`src/rtl/tff_pkg.sv`:
```
// Shared definitions for the T flip-flop toggle monitor.
//   mon_state_t  : monitor FSM state, 2-bit encoding visible on state_o
//   CNT_W_DEF    : default width of the toggle and period counters
//   TIMEOUT_DEF  : default number of cycles without a q transition before stuck
package tff_pkg;

  typedef enum logic [1:0] {
    IDLE    = 2'd0,
    ARMED   = 2'd1,
    MEASURE = 2'd2,
    STUCK   = 2'd3
  } mon_state_t;

  localparam int CNT_W_DEF   = 16;
  localparam int TIMEOUT_DEF = 64;

endpackage

```
`src/rtl/tff_edge_sampler.sv`:
```
// History registers for the toggle monitor.
// Ports:
//   clk, rst    : clock and synchronous active-high reset
//   arm         : monitor is active this cycle (not IDLE and enabled)
//   t_in, q_in  : t enable and q output of the observed T flip-flop
//   hist_valid  : q_d/t_d hold samples taken while the monitor was active
//   q_edge      : q changed since the previous clock edge
//   exp_edge    : a change of q was expected (t was 1 at the previous edge)
module tff_edge_sampler (
  input  logic clk,
  input  logic rst,
  input  logic arm,
  input  logic t_in,
  input  logic q_in,
  output logic hist_valid,
  output logic q_edge,
  output logic exp_edge
);

  logic q_d;
  logic t_d;

  always_ff @(posedge clk) begin
    if (rst) begin
      q_d        <= 1'b0;
      t_d        <= 1'b0;
      hist_valid <= 1'b0;
    end else begin
      q_d        <= q_in;
      t_d        <= t_in;
      // Becomes valid one cycle after entering ARMED, so the sample taken
      // while idle is never compared. Drops together with the return to IDLE.
      hist_valid <= arm;
    end
  end

  assign q_edge   = hist_valid & (q_in != q_d);
  assign exp_edge = hist_valid & t_d;

endmodule

```
`src/rtl/tff_toggle_monitor.sv`:
```
// Toggle monitor for a T flip-flop stage: checks that q toggles exactly when
// t was 1 at the previous edge, measures the spacing between q transitions,
// reports each spacing on a valid/ready port and flags a stuck output.
// Ports:
//   clk, rst    : clock and synchronous active-high reset
//   en          : monitoring enable (level)
//   t_in, q_in  : t enable and q output of the observed flop
//   evt_valid/evt_ready/evt_period : period event handshake
//   toggle_cnt  : saturating count of transitions since arm
//   stuck       : no transition for TIMEOUT cycles
//   mismatch    : sticky, q disagreed with t
//   overrun     : sticky, an event was dropped under backpressure
//   state_o     : current FSM state
//
// state   | meaning
// --------+----------------------------------------------------------
// IDLE    | monitoring off, flags and toggle_cnt hold their values
// ARMED   | waiting for the first transition, no event for it
// MEASURE | timing the spacing between transitions, events reported
// STUCK   | no transition for TIMEOUT cycles, next one resumes MEASURE
module tff_toggle_monitor
  import tff_pkg::*;
#(
  parameter int CNT_W   = CNT_W_DEF,
  parameter int TIMEOUT = TIMEOUT_DEF
) (
  input  logic             clk,
  input  logic             rst,
  input  logic             en,
  input  logic             t_in,
  input  logic             q_in,
  output logic             evt_valid,
  input  logic             evt_ready,
  output logic [CNT_W-1:0] evt_period,
  output logic [CNT_W-1:0] toggle_cnt,
  output logic             stuck,
  output logic             mismatch,
  output logic             overrun,
  output logic [1:0]       state_o
);

  localparam logic [CNT_W-1:0] CNT_MAX = '1;
  localparam logic [CNT_W-1:0] TO_LAST = CNT_W'(TIMEOUT - 1);

  mon_state_t       state;
  logic [CNT_W-1:0] pcnt;
  logic [CNT_W-1:0] pcnt_inc;
  logic [CNT_W-1:0] tcnt_inc;
  logic             arm;
  logic             hist_valid;
  logic             q_edge;
  logic             exp_edge;
  logic             timeout;

  assign arm      = (state != IDLE) && en;
  assign pcnt_inc = (pcnt == CNT_MAX) ? pcnt : pcnt + 1'b1;
  assign tcnt_inc = (toggle_cnt == CNT_MAX) ? toggle_cnt : toggle_cnt + 1'b1;
  assign timeout  = (pcnt == TO_LAST);
  assign state_o  = state;

  tff_edge_sampler u_sampler (
    .clk        (clk),
    .rst        (rst),
    .arm        (arm),
    .t_in       (t_in),
    .q_in       (q_in),
    .hist_valid (hist_valid),
    .q_edge     (q_edge),
    .exp_edge   (exp_edge)
  );

  always_ff @(posedge clk) begin
    if (rst) begin
      state      <= IDLE;
      pcnt       <= '0;
      evt_valid  <= 1'b0;
      evt_period <= '0;
      toggle_cnt <= '0;
      stuck      <= 1'b0;
      mismatch   <= 1'b0;
      overrun    <= 1'b0;
    end else begin
      // Completed transfer; a new load below overrides this.
      if (evt_valid && evt_ready)
        evt_valid <= 1'b0;

      if (hist_valid && (q_edge != exp_edge))
        mismatch <= 1'b1;

      if (state == IDLE) begin
        if (en) begin
          state      <= ARMED;
          pcnt       <= '0;
          toggle_cnt <= '0;
          stuck      <= 1'b0;
          mismatch   <= 1'b0;
          overrun    <= 1'b0;
        end
      end else if (!en) begin
        state     <= IDLE;
        evt_valid <= 1'b0;
      end else begin
        if (q_edge)
          toggle_cnt <= tcnt_inc;

        case (state)
          ARMED: begin
            if (q_edge) begin
              state <= MEASURE;
              pcnt  <= '0;
            end else if (timeout) begin
              state <= STUCK;
              stuck <= 1'b1;
            end else begin
              pcnt <= pcnt_inc;
            end
          end

          MEASURE: begin
            // An edge in the timeout cycle still counts as a normal edge.
            if (q_edge) begin
              pcnt <= '0;
              if (!evt_valid || evt_ready) begin
                evt_period <= pcnt_inc;
                evt_valid  <= 1'b1;
              end else begin
                overrun <= 1'b1;
              end
            end else if (timeout) begin
              state <= STUCK;
              stuck <= 1'b1;
            end else begin
              pcnt <= pcnt_inc;
            end
          end

          STUCK: begin
            if (q_edge) begin
              state <= MEASURE;
              stuck <= 1'b0;
              pcnt  <= '0;
            end
          end

          default: begin
            state <= IDLE;
          end
        endcase
      end
    end
  end

endmodule
```
`config.mk`:
```
export PLATFORM = sky130hd
export DESIGN_NAME = tff_toggle_monitor
export DESIGN_NICKNAME = d
export VERILOG_FILES = /design/src/rtl/tff_pkg.sv /design/src/rtl/tff_edge_sampler.sv /design/src/rtl/tff_toggle_monitor.sv
export SDC_FILE = /design/constraint.sdc
export NUM_CORES = 1
export LEC_CHECK = 0
export ABC_AREA = 1
export CORE_MARGIN = 8
export CORE_UTILIZATION = 54
export DETAILED_ROUTE_END_ITERATION = 12
export DONT_BUFFER_PORTS = 1
export PLACE_DENSITY = 0.79
export SYNTH_ARGS = -nofsm -noshare
export SYNTH_HDL_FRONTEND = slang
export SYNTH_HIERARCHICAL = 1
export SYNTH_SLANG_ARGS = --single-unit
```
`constraint.sdc`:
```
create_clock -name clk -period 1.7 [get_ports clk]
set_input_delay 0.255 -clock clk [delete_from_list [all_inputs] [get_ports clk]]
set_output_delay 0.255 -clock clk [all_outputs]
set_load 0.03 [all_outputs]
```
### Word level (Yosys, flattened, before mapping)

Index checks and enable logic that the tools add are counted.

| word-level totals | value |
|---|---|
| flip-flop bits (word level) | 57 |
| input port bits | 6 |
| output and inout port bits | 38 |
| word-level logic and storage cells | 91 |

| cells by class | value |
|---|---|
| $add $sub $neg | 2 |
| equal/unequal tests | 17 |
| mux-type cells | 41 |
| bitwise operators | 3 |
| reduce and logical (&&, ||, !) cells | 17 |

Operator list:

| operator | number |
|---|---|
| 16-bit 2-to-1 mux | 11 |
| 16-bit by 1-bit adder with 16-bit output, second input constant | 2 |
| 16-bit == test, second input constant | 2 |
| 16-bit one-hot mux with 2 select lines | 1 |
| 1-bit 2-to-1 mux | 20 |
| 16-bit by 6-bit == test with 1-bit output, second input constant | 1 |
| 2-bit 2-to-1 mux | 7 |
| 5-bit AND reduction | 2 |
| 4-bit inequality test, second input constant | 2 |
| 4-bit AND reduction | 2 |
| 2-bit one-hot mux with 3 select lines | 1 |
| 3-bit AND reduction | 2 |
| 2-bit nonzero test | 3 |
| 2-bit == test, second input constant | 2 |
| 2-bit inequality test, second input constant | 2 |
| 4-bit by 3-bit inequality test with 1-bit output, second input constant | 1 |
| 1-bit logical AND | 3 |
| 3-bit by 1-bit inequality test with 1-bit output, second input constant | 1 |
| 3-bit by 2-bit inequality test with 1-bit output, second input constant | 1 |
| 3-bit inequality test, second input constant | 1 |
| 3-bit nonzero test | 1 |
| 1-bit bitwise AND | 2 |
| 2-bit by 1-bit == test with 1-bit output, second input constant | 1 |
| 2-bit zero test | 1 |
| 7 further kinds | 8 |

### Depth between registers and ports, before layout

Gate-level depths: netlist of run 1.

| logic depth | value |
|---|---|
| depth in word-level cells | 7 |
| mapped depth | 13 |
| mapped depth without buffers | 12 |

### By module

Netlist of run 1, hierarchy kept.

By module, submodules not included:

| module | times used | cells each | area an instance (um^2) |
|---|---|---|---|
| tff_toggle_monitor | 1 | 494 | 3,198.1 |
| tff_edge_sampler | 1 | 15 | 107.6 |

### Worst setup path after synthesis of run 1

No wires, ideal clock.

| path | value |
|---|---|
| path kind | reg2reg |
| start | register state[0] (netlist: state_o[0]) |
| end | register toggle_cnt[11] |
| arrival time | 1.848 ns |
| slack | -0.281 ns |
| stages on the path, launching flop included | 13 |
| period minus slack after synthesis | 1.981 ns |
| cells stage by stage | dfxtp_1 inv_1 ha_1 buf_6 clkinv_2 nand3_1 nor2_1 nand2_2 nand2_2 buf_4 nor2_1 nor2_1 nor2_1 |

| on the way | value |
|---|---|
| longest elaborated chain between the ends | 3 |
| elaborated cells between the ends (all ways) | 5 |
| classes of those cells | eq/ne: 1; mux: 1; reduce/logical: 3 |

RTL lines:

| item | line | text |
|---|---|---|
| start: declaration | tff_toggle_monitor.sv:45 | `mon_state_t state;` |
| start signal: assignment | tff_toggle_monitor.sv:74 | `state <= IDLE;` |
| start signal: assignment | tff_toggle_monitor.sv:92 | `state <= ARMED;` |
| start signal: assignment | tff_toggle_monitor.sv:100 | `state <= IDLE;` |
| 2-bit zero test (*) | tff_toggle_monitor.sv:90 | `if (state == IDLE) begin` |
| 2-bit by 1-bit inequality test with 1-bit output (no line) or 2-bit nonzero test (tied branches) | -- |  |
| 3-bit AND reduction (no line) | -- |  |
| end signal: assignment | tff_toggle_monitor.sv:104 | `toggle_cnt <= tcnt_inc;` |
| end: declaration | tff_toggle_monitor.sv:35 | `output logic [CNT_W-1:0] toggle_cnt,` |

Mark *: on every way between the ends. The rest lies on a longest branch, timed or not.
A chain may end at the register's enable or synchronous reset.

### Worst setup path after layout of run 1

| path | value |
|---|---|
| start | register state[1] (netlist: state_o[1]) |
| end | register toggle_cnt[4] |

Same word-level chain as after synthesis.

==> results of run 1 <==
## where the power goes
group	leakage (nW)	internal (W)	switching (W)
logic	1.08	0.0000807	0.000160
clock network	0.116	0.000879	0.000565
registers	0.463	0.00135	0.0000137
## flip-flops by register name, summed over array words and instances, names as in the netlist
name                  count
toggle_cnt               16
pcnt                     16
u_sampler/q_d             1
stuck                     1
u_sampler/hist_valid      1
evt_period               16
mismatch                  1
evt_valid                 1
u_sampler/t_d             1
overrun                   1
state_o                   2
## synth_stat cells (8+ instances only)
cell | instances | share of area
nand3_1 | 24 | 0.036
a21oi_1 | 26 | 0.039
ha_1 | 8 | 0.030
dfxtp_1 | 57 | 0.35
nand2_2 | 12 | 0.023
inv_1 | 51 | 0.058
nand4_1 | 11 | 0.021
o21ai_0 | 20 | 0.030
nand2_1 | 135 | 0.15
nor2_1 | 96 | 0.11
inv_2 | 11 | 0.012
## metrics by stage
stage / TNS, ns / setup WS (ns) / std cells / hold WS (ns) / util
global route: -0.1664 / -0.03101 / 624 / 0.02820 / 0.6623
detailed placement: -0.05270 / -0.04123 / 606 / 0.3219 / 0.6061
finish: 0 / 0.09077 / 624 / 0.01525 / 0.6623
global placement: -0.00001488 / -0.00001488 / 606 / 0.3236 / 0.6061
floorplan: 0 / 0.005736 / 509 / 0.3262 / -
CTS: 0 / 0.03838 / 623 / 0.009167 / 0.6490
## worst max-delay path: stages, from the launching register on
cell and delay, ns:
dfxtp_4 0.34, inv_1 0.11, ha_4 0.19, clkinv_4 0.10
nand3_1 0.10, nor2_2 0.06, nand2_2 0.09, nand2_2 0.09
inv_2 0.19, nand2_1 0.10, nand2_1 0.07, nand2_1 0.04
nor2_1 0.08
## final timing paths
| check | from | endpoint |
|---|---|---|
| min | t_in | u_sampler/t_d |
| min reg2reg | toggle_cnt[3] | toggle_cnt[3] |
| max reg2reg | state_o[1] | toggle_cnt[4] |
| max | state_o[1] | toggle_cnt[4] |
## cell type report
class / instances / area [µm²] / share of cell area
multi-input cells: 378 / 1928 / 0.4917
repair buffers: 34 / 267.8 / 0.06828
clock buffers: 15 / 196.4 / 0.05010
well taps: 75 / 93.84 / 0.02393
inverters: 64 / 252.7 / 0.06445
flip-flops and latches: 57 / 1152 / 0.2939
clock inverters: 1 / 30.03 / 0.007658
## metal layers
layer / part of all wire / vias to the layer above / wire, µm
met2: 0.49 / 114 / 4400
met5: 0 / - / 0
li1: - / 1673 / -
met1: 0.39 / 1521 / 3526
met4: 0.031 / 0 / 277
met3: 0.087 / 25 / 782
## layout by cell type (no fill, tap or decap), types with 4 or more instances in the layout
master    instances
nand2_1         134
nor2_1           91
dfxtp_1          52
inv_1            50
buf_4            33
a21oi_1          26
nand3_1          23
o21ai_0          18
clkbuf_8         14
nand2_2          12
nand4_1          11
inv_2            10
nor2_2           10
nor2_4            6
a21oi_2           6
nor3_1            5
xor2_1            5
o21ai_2           4
o21bai_1          4
o21ai_1           4
ha_1              4
## cells by family after synthesis
family | Yosys count | synth area share
flip-flops | 57 | 0.3452
buffers and inverters | 75 | 0.09803
XOR/XNOR | 5 | 0.01325
adder cells (fa/ha/maj) | 8 | 0.03028
AND/OR/NAND/NOR | 300 | 0.4027
AO/OA/AOI/OAI | 64 | 0.1105
## repair_timing
action / CTS / global route
hold endpoints to repair: 28 / 0
pin swaps: 0 / 1
hold buffers: 1 / 0
resized for setup: 2 / 20
gates cloned: 0 / 1
endpoints found under the setup margin: 9 / 42
==> out/qor.yml, run 1 <==
wl_per_cell_um: 14.40
hp-class: "in -> reg"
synth_cell_types: 34
place_area_um2: 3588
reg2reg_depth: 12
power_leakage_nw: 1.661
drive_above_1_share: 0.2131
drc_errors: 0
ys_warn_count: 6
avgSynthCellArea_um2: 6.494
die-area_um2: 8881
first_pass_iters: 5
clock-root-buffer: "clkbuf_8"
status: "complete, no violations"
avgViaCountPerCell: 5.341
core_area_um2: 5921
start_util: 0.5583
powerDensity_nw_per_um2: 776.5
routed_wirelength_um: 8986
nets: 558
critPathKind: "reg -> reg"
p_total_w: 0.003045
syn_area_um2: 3306
ant_nets: 0
ys_seq_elements: 57
rsz0062_at_grt: "true"
post_cts_buffers: 0
worst_pin_slew_ns: 0.3872
grt_pass1_wl_um: 14560
routabilityCongestion: 0.9101
finClkSkew_ns: 0.005994
end_kind: "flop"
finalCritPeriodShare: 0.9466
first_global_vias: 3147
drv_slew: 0
grt.busiest_layer: "met2"
hold_viol: 0
globalRouteMet1Util: 0.2265
insertion_delay_ns: 0.35
seq_area_frac_synth: 0.3452
slew_headroom: 0.7415
portBuffers: 0
hold-path-cell-count: 2
fill_cells: 487
fp.dieW_um: 94.24
drt_iter0_markers: 158
cts_max_path_buffers: 2
dieHeight_um: 94.24
synth_edf_count: 0
synth_nets: 523
setup_violations: 0
start_kind: "flop"
grtUsageMet2: 0.3459
path_max_fanout: 12
htreeDepth: 3
layout_min_cycle_time_ns: 1.609
ios: 44
ff2ff_setup_slack_ns: 0.09
vias: 3333
cts_tree: "done"
worst_ep_required_time_ns: 1.99
cap_violations: 0
fmax_mhz: 621.4
grt_usage: 0.2074
antenna_found_initial: 0
synth-async-reset-ratio: 0
grt_overflow_total: 0
rows: 28
clk_pin_slew_ns: 0.07
synthFlopType: "dfxtp_1"
syn_inst: 509
design_area_um2: 3921
num_antenna_cells: 0
arrival_ns: 1.90
irDropWorstVdd_mv: 0.5870
grt_use_met3: 0.06635
cts_made_buffers: 9
dp.final_hpwl_um: 6100
area_delta_synth_final_pct: 18.62
grt_max_degree: 29
cts_sinks: 57
No activity file was read; power rests on OpenSTA's default activity.
==> inputs of run 2 (changes only) <==
--- a/config.mk
+++ b/config.mk
@@ -7,10 +7,9 @@
 export LEC_CHECK = 0
 export ABC_AREA = 1
 export CORE_MARGIN = 8
-export CORE_UTILIZATION = 54
+export CORE_UTILIZATION = 50
 export DETAILED_ROUTE_END_ITERATION = 12
-export DONT_BUFFER_PORTS = 1
-export PLACE_DENSITY = 0.79
+export PLACE_DENSITY_LB_ADDON = 0.25
 export SYNTH_ARGS = -nofsm -noshare
 export SYNTH_HDL_FRONTEND = slang
 export SYNTH_HIERARCHICAL = 1
==> out/qor.yml, run 2 (synthesized netlist as in run 1, its figures left out) <==
drv_slew: 0  # unchanged
critPathKind: "reg -> out"
hold_viol: 0  # unchanged
hold_buffers: 0  # -1
drive_above_1_share: 0.2044  # -0.008760
fmax_mhz: 608.0  # -2.2%
vias: 3526  # +5.8%
setup_violations: 0  # unchanged
final_util: 0.6787  # +0.01638
powerDensity_nw_per_um2: 635.5  # -18%
path_max_fanout: 2  # -10
cts_max_path_buffers: 2  # unchanged
p_total_w: 0.002754  # -9.5%
drt_iter0_markers: 235  # +49%
cts_sinks: 57  # unchanged
routed_wirelength_um: 9227  # +2.7%
dr_wl_met2_um: 4566  # +3.8%
start_kind: "flop"
fin_tns_setup_ns: 0  # unchanged
power_leakage_nw: 1.878  # +13%
wl_per_cell_um: 13.69  # -4.9%
clock-root-buffer: "clkbuf_8"
htreeDepth: 3  # unchanged
wirelength_met1_um: 3916  # +11%
dr_wl_met3_um: 525  # -33%
insertion_delay_ns: 0.35  # about the same
worst_pin_slew_ns: 0.3804  # -0.006837 ns
ant_nets: 0  # unchanged
rows: 29  # +3.6%
routabilityCongestion: 0.9094  # about the same
cp_cell_sequence: "clkdlybuf4s50_1"
max_stage_delay_ns: 0.68  # +0.34 ns
top_layer: "met4"
critPathSlowestCell: "clkdlybuf4s50_1"
worst_ep_required_time_ns: 1.44  # -0.55 ns
antenna_found_initial: 0  # unchanged
grt_usage: 0.1891  # -0.01837
layout_min_cycle_time_ns: 1.645  # +0.03558 ns
area_delta_synth_final_pct: 31.11
pre_cts_ws_ns: -0.2469  # -0.2057 ns
fill_cells: 553  # +14%
start_util: 0.5176  # -0.04069
cts_made_buffers: 9  # unchanged
grt_overflow_total: 0  # unchanged
status: "complete, no violations"
core_area_um2: 6386  # +7.9%
first_global_vias: 3277  # +4.1%
avgViaCountPerCell: 5.231  # -2.1%
die-area_um2: 9469  # +6.6%
worst_slack_ns: 0.05519  # -0.03558 ns
arrival_ns: 1.39  # -0.51 ns
first_pass_iters: 4  # -1
final_common_cell: "nand2_1"
hp-class: "in -> reg"
crit_buf_inv: 1  # -2
finalCritPeriodShare: 0.9675  # +0.02093
fin_cells: 674  # +8.0%
end_kind: "output pin"
fp.dieW_um: 97.31  # +3.3%
nets: 608  # +9.0%
dp.final_hpwl_um: 6654  # +9.1%
top_regs: "evt_period x16, pcnt x16, toggle_cnt x16"
dieHeight_um: 97.31  # +3.3%
cap_violations: 0  # unchanged
ios: 44  # unchanged
cts_tree: "done"
finClkSkew_ns: 0.004388  # -0.001606 ns
placed_cells: 654  # +7.9%
grt_max_degree: 31  # +6.9%
slew_headroom: 0.7464  # +0.004911
crit_family: "buffers and inverters"
num_antenna_cells: 0  # unchanged
grt_pass1_wl_um: 14980  # +2.9%
portBuffers: 43  # +43
irDropWorstVdd_mv: 0.4135  # -30%
clk_pin_slew_ns: 0.06  # about the same
final_cell_mix: "nand2_1, nor2_1, inv_1"
drc_errors: 0  # unchanged
==> run 2: repair_timing <==
item	in CTS	in global routing
gates cloned	0	1
gates resized for setup	14	20
endpoints found under the setup margin	16	37
setup buffers	0	5
pin swaps	0	8
==> run 2: layer usage <==
layer,up-vias,GRT usage
met5,-,0
met4,0,0.07809
met3,22,0.05192
met2,88,0.3297
met1,1639,0.2111
li1,1777,-
==> run 2: final timing paths <==
check	startpoint	endpoint	slack [ns]	cells past startpoint
setup / recovery	evt_period[8]	evt_period[8]	0.06	1
hold / removal	t_in	u_sampler/t_d	0.43	3
setup reg to reg	toggle_cnt[1]	toggle_cnt[4]	0.06	12
hold reg to reg	overrun	overrun	0.48	2
==> run 2: where the power goes <==
part | switching (W) | internal, W | leakage, nW
logic | 0.000175 | 0.000103 | 1.33
clock network | 0.000524 | 0.000594 | 0.0826
registers | 0.0000101 | 0.00135 | 0.465
total | 0.000709 | 0.00205 | 1.88
==> run 2: final cells by class <==
class	count	area (µm²)	share of cell area
Clock buffer	14	162.7	0.03753
Sequential cell	57	1156	0.2667
Inverter	64	247.7	0.05716
Timing Repair Buffer	84	742.0	0.1712
Tap cell	77	96.34	0.02223
Multi-Input combinational cell	378	1929	0.4451
==> run 2: metrics by stage <==
stage                     hold slack, ns  cell area [µm²]
after CTS                         0.4222             4218
after floorplan                   0.3262             3329
after global placement            0.4531             4056
final                             0.4259             4334
after detailed placement          0.4685             4056
after global routing              0.4300             4334
